## config.mk

```make
export PLATFORM = sky130hd
export DESIGN_NAME = game_tick_scheduler
export DESIGN_NICKNAME = d
export VERILOG_FILES = /design/src/rtl/game_tick_scheduler.sv
export SDC_FILE = /design/constraint.sdc
export NUM_CORES = 1
export LEC_CHECK = 0
export ABC_AREA = 1
export CORE_MARGIN = 5
export CORE_UTILIZATION = 60
export DETAILED_ROUTE_END_ITERATION = 16
export GPL_TIMING_DRIVEN = 0
export HOLD_SLACK_MARGIN = 0.03
export PLACE_DENSITY = 0.82
export SLEW_MARGIN = 20
export SYNTH_ARGS = -nofsm -noshare
export SYNTH_HDL_FRONTEND = slang
export SYNTH_SLANG_ARGS = --single-unit
export TNS_END_PERCENT = 5
```

## constraint.sdc

```tcl
create_clock -name clk -period 3.43 [get_ports clk]
set_clock_uncertainty 0.1 [all_clocks]
set_input_delay 0.8575 -clock clk [delete_from_list [all_inputs] [get_ports clk]]
set_output_delay 0.8575 -clock clk [all_outputs]
set_load 0.005 [all_outputs]
```

## src/rtl/game_tick_scheduler.sv

```systemverilog
// game_tick_scheduler: programmable tick divider; rate changes take effect only at period boundaries.
// Optional GAME_TICK_STATS_EN adds change_cnt, a saturating count of applied changes that moved the divider.
module game_tick_scheduler #(
  parameter int DIV_W    = 28,
  parameter int DIV_INIT = 25_000_000,
  parameter int DIV_MIN  = 2_500_000,
  parameter int DIV_MAX  = 50_000_000,
  parameter int DIV_STEP = 1_250_000
) (
  input  logic             clk,
  input  logic             rst_n,
  input  logic             speed_up,
  input  logic             slow_down,
  input  logic             load_req,
  input  logic [DIV_W-1:0] load_val,
  output logic             load_ack,
  output logic             pending,
  output logic [DIV_W-1:0] divider,
  output logic             tick,
  output logic             div_clk
`ifdef GAME_TICK_STATS_EN
  ,
  output logic [7:0]       change_cnt
`endif
);
  typedef enum logic {IDLE, PEND} state_t;
  typedef enum logic [1:0] {OP_NONE, OP_UP, OP_DN, OP_LD} op_t;
  localparam logic [DIV_W:0] MIN_W  = (DIV_W+1)'(DIV_MIN);
  localparam logic [DIV_W:0] MAX_W  = (DIV_W+1)'(DIV_MAX);
  localparam logic [DIV_W:0] STEP_W = (DIV_W+1)'(DIV_STEP);
  state_t           state;
  op_t              op, req_op;
  logic [DIV_W-1:0] counter, lv;
  logic [DIV_W:0]   d_w, l_w, up_w, dn_w, ld_w, nxt_w;
  logic             apply;
  assign tick    = counter == divider - DIV_W'(1);
  assign div_clk = counter >= (divider >> 1);
  assign pending = state == PEND;
  assign apply   = tick && state == PEND;
  // One extra bit keeps divider+STEP from wrapping before the clamp.
  always_comb begin
    d_w    = {1'b0, divider};
    l_w    = {1'b0, lv};
    up_w   = d_w < MIN_W + STEP_W ? MIN_W : d_w - STEP_W;
    dn_w   = d_w + STEP_W > MAX_W ? MAX_W : d_w + STEP_W;
    ld_w   = l_w < MIN_W ? MIN_W : (l_w > MAX_W ? MAX_W : l_w);
    nxt_w  = op == OP_LD ? ld_w : op == OP_UP ? up_w : op == OP_DN ? dn_w : d_w;
    req_op = load_req ? OP_LD : (speed_up && !slow_down) ? OP_UP :
             (slow_down && !speed_up) ? OP_DN : OP_NONE;
  end
  // A request arriving on the applying edge is kept for the next period.
  always_ff @(posedge clk or negedge rst_n) begin
    if (!rst_n) begin
      counter  <= '0;
      divider  <= DIV_W'(DIV_INIT);
      state    <= IDLE;
      op       <= OP_NONE;
      lv       <= '0;
      load_ack <= 1'b0;
    end else begin
      load_ack <= apply && op == OP_LD;
      counter  <= tick ? '0 : counter + DIV_W'(1);
      if (apply) divider <= nxt_w[DIV_W-1:0];
      if (req_op != OP_NONE) begin
        state <= PEND;
        op    <= req_op;
        lv    <= load_val;
      end else if (apply) begin
        state <= IDLE;
        op    <= OP_NONE;
      end
    end
  end
`ifdef GAME_TICK_STATS_EN
  always_ff @(posedge clk or negedge rst_n) begin
    if (!rst_n) change_cnt <= '0;
    else if (apply && nxt_w[DIV_W-1:0] != divider && change_cnt != 8'hff) change_cnt <= change_cnt + 8'd1;
  end
`endif
endmodule

```

==> results of run 1 <==
-- registers in the layout, indices dropped and copies added (netlist names) --
register and flops:
lv 28, op 2, counter 28, load_ack 1, divider 28, pending 1
-- worst reg2reg max path, cell delays in order (launching register included) --
cell and delay [ns]:
dfrtp_1 0.42, inv_2 0.13, ha_4 0.21, nand2_8 0.09, nor2_1 0.43, nand2_1 0.18, nand3_1 0.19, nand2_1 0.09
nor2_1 0.21, nand2_1 0.07, nor2_1 0.10, nand3_1 0.09, nor2_1 0.15, nand4_1 0.49, buf_2 0.42, a22oi_1 0.28
-- layout by cell type (no fill, tap or decap), drive strengths merged, types with 12 or more instances in the layout --
cell type,instances
a21oi,43
buf,68
clkbuf,23
clkdlybuf4s50,61
dfrtp,76
dfstp,12
ha,31
inv,173
nand2,396
nand3,116
nand4,28
nor2,166
nor3,28
o21ai,87
xor2,52
-- power breakdown --
group / internal [W] / leakage, nW / switching [W]
combinational: 0.0000760 / 4.09 / 0.000145
sequential: 0.00107 / 1.09 / 0.0000218
clock: 0.000588 / 0.149 / 0.000472
total: 0.00173 / 5.33 / 0.000638
-- worst max path at each step --
| stage | slack, ns | endpoint | start | depth (start not counted) |
|---|---|---|---|---|
| after CTS | -0.17 | tick | divider[1]$_DFFE_PN0P_ | 15 |
| final | -0.39 | tick | divider[0]$_DFFE_PN0P_ | 15 |
| after global placement | -1.70 | counter[25]$_DFF_PN0_ | rst_n | 1 |
| after floorplan | 0.30 | tick | divider[5]$_DFFE_PN0P_ | 13 |
| after global routing | -0.61 | tick | divider[1]$_DFFE_PN0P_ | 15 |
| after detailed placement | -0.64 | tick | divider[5]$_DFFE_PN0P_ | 14 |
-- stage by stage --
stage               utilization, %  hold slack [ns]  cells  power, W  TNS [ns]
finish                        75.0            0.346   1603   0.00237     -2.90
global route                  75.0            0.383   1603   0.00243     -5.63
CTS                           74.9            0.365   1606   0.00235     -2.56
detailed placement            68.4            0.364   1548   0.00131    -0.999
global placement              68.2            0.354   1547   0.00130   -137.04
floorplan                        -            0.343   1307   0.00121         0
-- metal layers --
layer | routed length (um) | global-route usage, %
met3 | 3270 | 7.64
met2 | 14000 | 60.1
met1 | 11700 | 47.1
met4 | 1670 | 18.7
met5 | 0 | 0
-- cell type report --
class | instances | area share, %
repair buffers | 109 | 9.88
clock inverters | 6 | 0.650
flip-flops and latches | 88 | 22.2
inverters | 175 | 6.70
multi-input cells | 1006 | 53.8
plain buffers | 33 | 2.19
clock buffers | 10 | 2.39
well taps | 176 | 2.20
-- cells by family (layout without fill, tap and decap cells) --
group	after synthesis	after routing	share of synthesized area, %
adder cells (fa/ha/maj)	31	31	4.70
AO/OA/AOI/OAI	153	153	10.6
XOR/XNOR	64	64	6.96
flip-flops	88	88	26.9
AND/OR/NAND/NOR	758	758	40.3
buffers and inverters	213	333	10.6
-- repair_timing --
action	CTS	global route
endpoints found under the setup margin	5	62
gates resized for setup	77	11
buffers inserted	47	3
pin swaps	24	14
==> results.ini, run 1 <==
[outcome]
status = finished with violations
violations = negative setup slack

[placement]
io_buffer_count = 64
dpl_worst_slack_ns = -0.641
place_congestion = 0.986
hpwl_um = 21400
post_dp_cell_area_sq_um = 9130

[yosys]
synth_seq_area_share_pct = 26.9
synth.avg_cell_area_sq_um = 6.31
synth_area_sq_um = 8250
synth-edff-count = 0
yosysMostFrequentCell = nand2_1
synth_common_cells = 392 x nand2_1, 168 x inv_1, 154 x nor2_1
synth_cell_type_count = 52
syn_inst = 1307
ys_seq_elements = 88
async_reset_ff_share_pct = 100
yosys-top-cells-area = dfrtp_1 23%, nand2_1 18%, inv_1 7.6%
synth.largest_area_cell = dfrtp_1
ys_dominant_reg_cell = dfrtp_1
syn_nets = 1371
synth_warnings = 0
synth_top_area_share_pct = 23.1

[grt]
grt_pass1_vias = 9017
grt_pass1_wl_um = 47500
grt_max_degree = 55
antenna_found_initial = 0
overflow = 0
grtUsageTotal_pct = 37.1

[critical_path]
cp_slowest_stage_delay_ns = 0.42
r2r_setup_slack_ns = -0.32
r2r_start = divider[0]$_DFFE_PN0P_
crit_fanout = 4
r2r-end = divider[9]$_DFFE_PN0P_
critPathArrivalTime_ns = 2.86
path_class = reg2out
crit_buf_inv = 3
critical_path.top_delay_family = simple AND/OR/NAND/NOR gates
crit_chain = inv_2 > ha_4 > nand2_8 > xor2_4 > or2_2 > and2_1 > inv_1 > nor4_2 > nand3_1 > nor2_2 > nand4_1 > nor2_1 > nand3_1 > nor2_2 > buf_2
crit_path_end_kind = primary output
cp_slowest_cell = dfrtp_1
r2r_cells = 15
cp-start-kind = flip-flop
worstPathRequired_ns = 2.47

[power]
power_leakage_nw = 5.33
vdd_drop_max_v = 0.000258
powerDensity_nw_per_um2 = 237

[timing]
layout_min_cycle_time_ns = 3.82
finalMaxSlewViolations = 0
max_freq_mhz = 262
rsz0062_at_grt = yes
setup_viol = 13
fin_crit_sh_pct = 111
hold_viol = 0
layout_setup_ws_ns = -0.387
tightest_slew_ns = 0.834
slew_headroom_pct = 44.2

[floorplan]
num_rows = 42
fp.dieH_um = 127
fp.dieArea_sq_um = 16200
die_w_um = 127
io_pins = 65
initial_core_util_pct = 61.8
core_area_sq_um = 13300

[layout]
multiInputGateArea_sq_um = 5390
area_growth_pct = 21.4
finish.instance_area_sq_um = 10000
layout-drive-gt1-share_pct = 13.7
nets = 1486
regArea_sq_um = 2220
diodes = 0
fill_cells = 1077

[drt]
post_drt_wl_per_cell_um = 19.1
vias = 9756
ant_nets = 0
drc_errors = 0
firstDrtPassIters = 9
viasPerCell = 6.09
drt_iter0_markers = 1444
routed_wirelength_um = 30700

[clocking]
cts_hold_buffers = 0
root_buffer = clkbuf_16
cts_buffer_depth = 2
cts_max_level = 3
cts_made_buffers = 9
clock_sinks = 88
path_clk_slew_ns = 0.07
clkLatencyLatePin_ns = 0.37
cts_tree = built

[hold_path]
hp-class = in2async

[run]
drv_cap = 0

Power figures use the tool's default switching activity.
==> inputs of run 2 (changes only) <==
--- a/config.mk
+++ b/config.mk
@@ -6,7 +6,7 @@
 export NUM_CORES = 1
 export LEC_CHECK = 0
 export ABC_AREA = 1
-export CORE_MARGIN = 5
+export CORE_MARGIN = 4
 export CORE_UTILIZATION = 60
 export DETAILED_ROUTE_END_ITERATION = 16
 export GPL_TIMING_DRIVEN = 0
@@ -16,4 +16,4 @@
 export SYNTH_ARGS = -nofsm -noshare
 export SYNTH_HDL_FRONTEND = slang
 export SYNTH_SLANG_ARGS = --single-unit
-export TNS_END_PERCENT = 5
+export TNS_END_PERCENT = 50
==> run 2 against run 1 <==
  * The flow still finishes with violations (negative setup slack)
  * Global-route usage is 0.37 points lower
  * Power decreased by 4.1%
  * Register-to-register slack better by 0.32 ns
  * Sequential power about the same
  * Routed wire length increased by 2.5%
  * Utilization grew 0.59 points
  * Via count up 1.3%
  * Fmax shrank 4.4%
  * Flip-flop and latch count did not move
  * Critical path type unchanged
  * Largest cell class unchanged
==> results.ini, run 2 (synthesis results as in run 1) <==
[timing]
slew_headroom_pct = 43.4  ; -0.78 points
finalMaxSlewViolations = 0  ; unchanged
setup_viol = 3  ; -10
fin_crit_sh_pct = 116  ; +5.1 points
max_freq_mhz = 251  ; -4.4%
layout_min_cycle_time_ns = 3.99  ; +0.175 ns
hold_viol = 0  ; unchanged
tightest_slew_ns = 0.845  ; +0.0116 ns
layout_setup_ws_ns = -0.561  ; -0.175 ns
rsz0062_at_grt = yes

[grt]
grtUsageTotal_pct = 36.7  ; -0.37 points
met2_usage_pct = 60.2  ; +0.12 points
grt_max_degree = 54  ; -1.8%
antenna_found_initial = 0  ; unchanged
grtUsageMet1_pct = 46.4  ; -0.62 points
overflow = 0  ; unchanged
busiest_layer = met2
grt_pass1_wl_um = 46500  ; -2.1%
grt_pass1_vias = 9114  ; +1.1%
globalRouteMet3Util_pct = 6.78  ; -0.86 points

[floorplan]
fp.dieH_um = 125  ; -1.6%
die_w_um = 125  ; -1.6%
io_pins = 65  ; unchanged
initial_core_util_pct = 61.8  ; unchanged
num_rows = 42  ; unchanged
fp.dieArea_sq_um = 15700  ; -3.1%
core_area_sq_um = 13300  ; unchanged

[power]
powerDensity_nw_per_um2 = 225  ; -4.9%
p_total_w = 0.00227  ; -4.1%
power_leakage_nw = 5.32  ; about the same
vdd_drop_max_v = 0.000323  ; +25%

[layout]
nets = 1487  ; +0.067%
finish.utilization_pct = 75.6  ; +0.59 points
layout_common_cells = 381 x nand2_1, 159 x inv_1, 143 x nor2_1, 112 x nand3_1, 76 x o21ai_0
layout-drive-gt1-share_pct = 14.1  ; +0.34 points
area_growth_pct = 22.4
top_regs = counter: 28 flops, divider: 28 flops, lv: 28 flops
layout.cells.non_filler = 1605  ; +0.12%
final_common_cell = nand2_1

[clocking]
clock_sinks = 88  ; unchanged
path_clk_slew_ns = 0.07  ; about the same
root_buffer = clkbuf_16
cts_buffer_depth = 2  ; unchanged
cts_max_level = 3  ; unchanged
clkLatencyLatePin_ns = 0.36  ; about the same
cts_made_buffers = 9  ; unchanged
cts_tree = built

[placement]
place_congestion = 0.981  ; -0.51%
hpwl_um = 21400  ; -0.16%
dp.cells = 1548  ; unchanged
io_buffer_count = 64  ; unchanged
dpl_worst_slack_ns = -0.702  ; -0.0614 ns

[critical_path]
worstPathRequired_ns = 2.47  ; about the same
cp-start-kind = flip-flop
crit_path_end_kind = primary output
critPathArrivalTime_ns = 3.03  ; +0.17 ns
path_class = reg2out
crit_fanout = 6  ; +2

[drt]
drc_errors = 0  ; unchanged
drt_iter0_markers = 1465  ; +1.5%
routed_wirelength_um = 31400  ; +2.5%
firstDrtPassIters = 8  ; -1
viasPerCell = 6.16  ; +1.2%
post_drt_wl_per_cell_um = 19.6  ; +2.4%
ant_nets = 0  ; unchanged
vias = 9883  ; +1.3%

[outcome]
status = finished with violations
violations = negative setup slack

[run]
drv_cap = 0  ; unchanged

[hold_path]
hp-class = in2async

-- run 2: per-layer routing --
layer  share of wire (%)  routed length (um)  vias up
li1                    -                   -     4419
met1                  38               11900     4539
met2                  46               14400      737
met3                  11                3400      188
met4                 5.6                1760        0
met5                   0                   0        -
-- run 2: what timing repair did --
item | CTS | global route
hold buffers | 0 | 0
gates cloned | 0 | 0
pin swaps | 23 | 24
resized for setup | 72 | 33
setup endpoints to repair | 4 | 62
setup buffers | 34 | 17
hold endpoints to repair | 0 | 0
-- run 2: final timing paths --
| kind | start | endpoint | slack, ns | cells after the start |
|---|---|---|---|---|
| max in group asynchronous | rst_n | divider[6]$_DFFE_PN1P_ | 2.18 | 2 |
| min in group clk | lv[26]$_DFFE_PN0P_ | lv[26]$_DFFE_PN0P_ | 0.37 | 2 |
| worst max register to register | divider[3]$_DFFE_PN0P_ | divider[7]$_DFFE_PN0P_ | 0 | 17 |
| worst max-delay path | divider[2]$_DFFE_PN0P_ | tick | -0.56 | 14 |
| worst min register to register | lv[26]$_DFFE_PN0P_ | lv[26]$_DFFE_PN0P_ | 0.37 | 2 |
| worst min-delay path | rst_n | divider[25]$_DFFE_PN0P_ | 0.36 | 1 |
-- run 2: through the flow --
stage	TNS (ns)	instance area, sq um	hold slack, ns
global placement	-151.51	9110	0.354
global route	-1.37	10100	0.407
CTS	-4.63	9850	0.377
finish	-0.939	10100	0.358
floorplan	0	8250	0.343
detailed placement	-1.12	9130	0.360
-- run 2: critical path, cell delays in order (launching register included) --
cell	delay, ns
dfrtp_2	0.48
nor2_1	0.17
nand2_2	0.15
nor3_4	0.21
buf_4	0.19
buf_4	0.16
xor2_1	0.09
nand2_1	0.12
nand2_1	0.11
inv_1	0.14
nand3_1	0.14
nor4_2	0.32
nand3_1	0.14
nor2_1	0.12
buf_2	0.13
-- run 2: final cells by class --
type	count	area [sq um]
Inverter	175	676
Clock inverter	4	31.3
Clock buffer	12	236
Buffer	33	230
Multi-Input combinational cell	1006	5430
Timing Repair Buffer	110	1040
Fill cell	1009	3260
Tap cell	176	220
Sequential cell	88	2220
Antenna cell	1	2.50
-- run 2: power breakdown --
part / leakage (nW) / internal [W] / switching [W] / total, W
sequential: 1.09 / 0.00107 / 0.0000226 / 0.00109
clock: 0.119 / 0.000496 / 0.000468 / 0.000963
combinational: 4.11 / 0.0000759 / 0.000143 / 0.000219
total: 5.32 / 0.00164 / 0.000633 / 0.00227
==> inputs of run 3 (changes only) <==
--- a/config.mk
+++ b/config.mk
@@ -8,6 +8,7 @@
 export ABC_AREA = 1
 export CORE_MARGIN = 4
 export CORE_UTILIZATION = 60
+export CTS_CLUSTER_DIAMETER = 60
 export DETAILED_ROUTE_END_ITERATION = 16
 export GPL_TIMING_DRIVEN = 0
 export HOLD_SLACK_MARGIN = 0.03
==> results of run 3 <==
Final layout, timing and power as in run 2 (identical DEF).
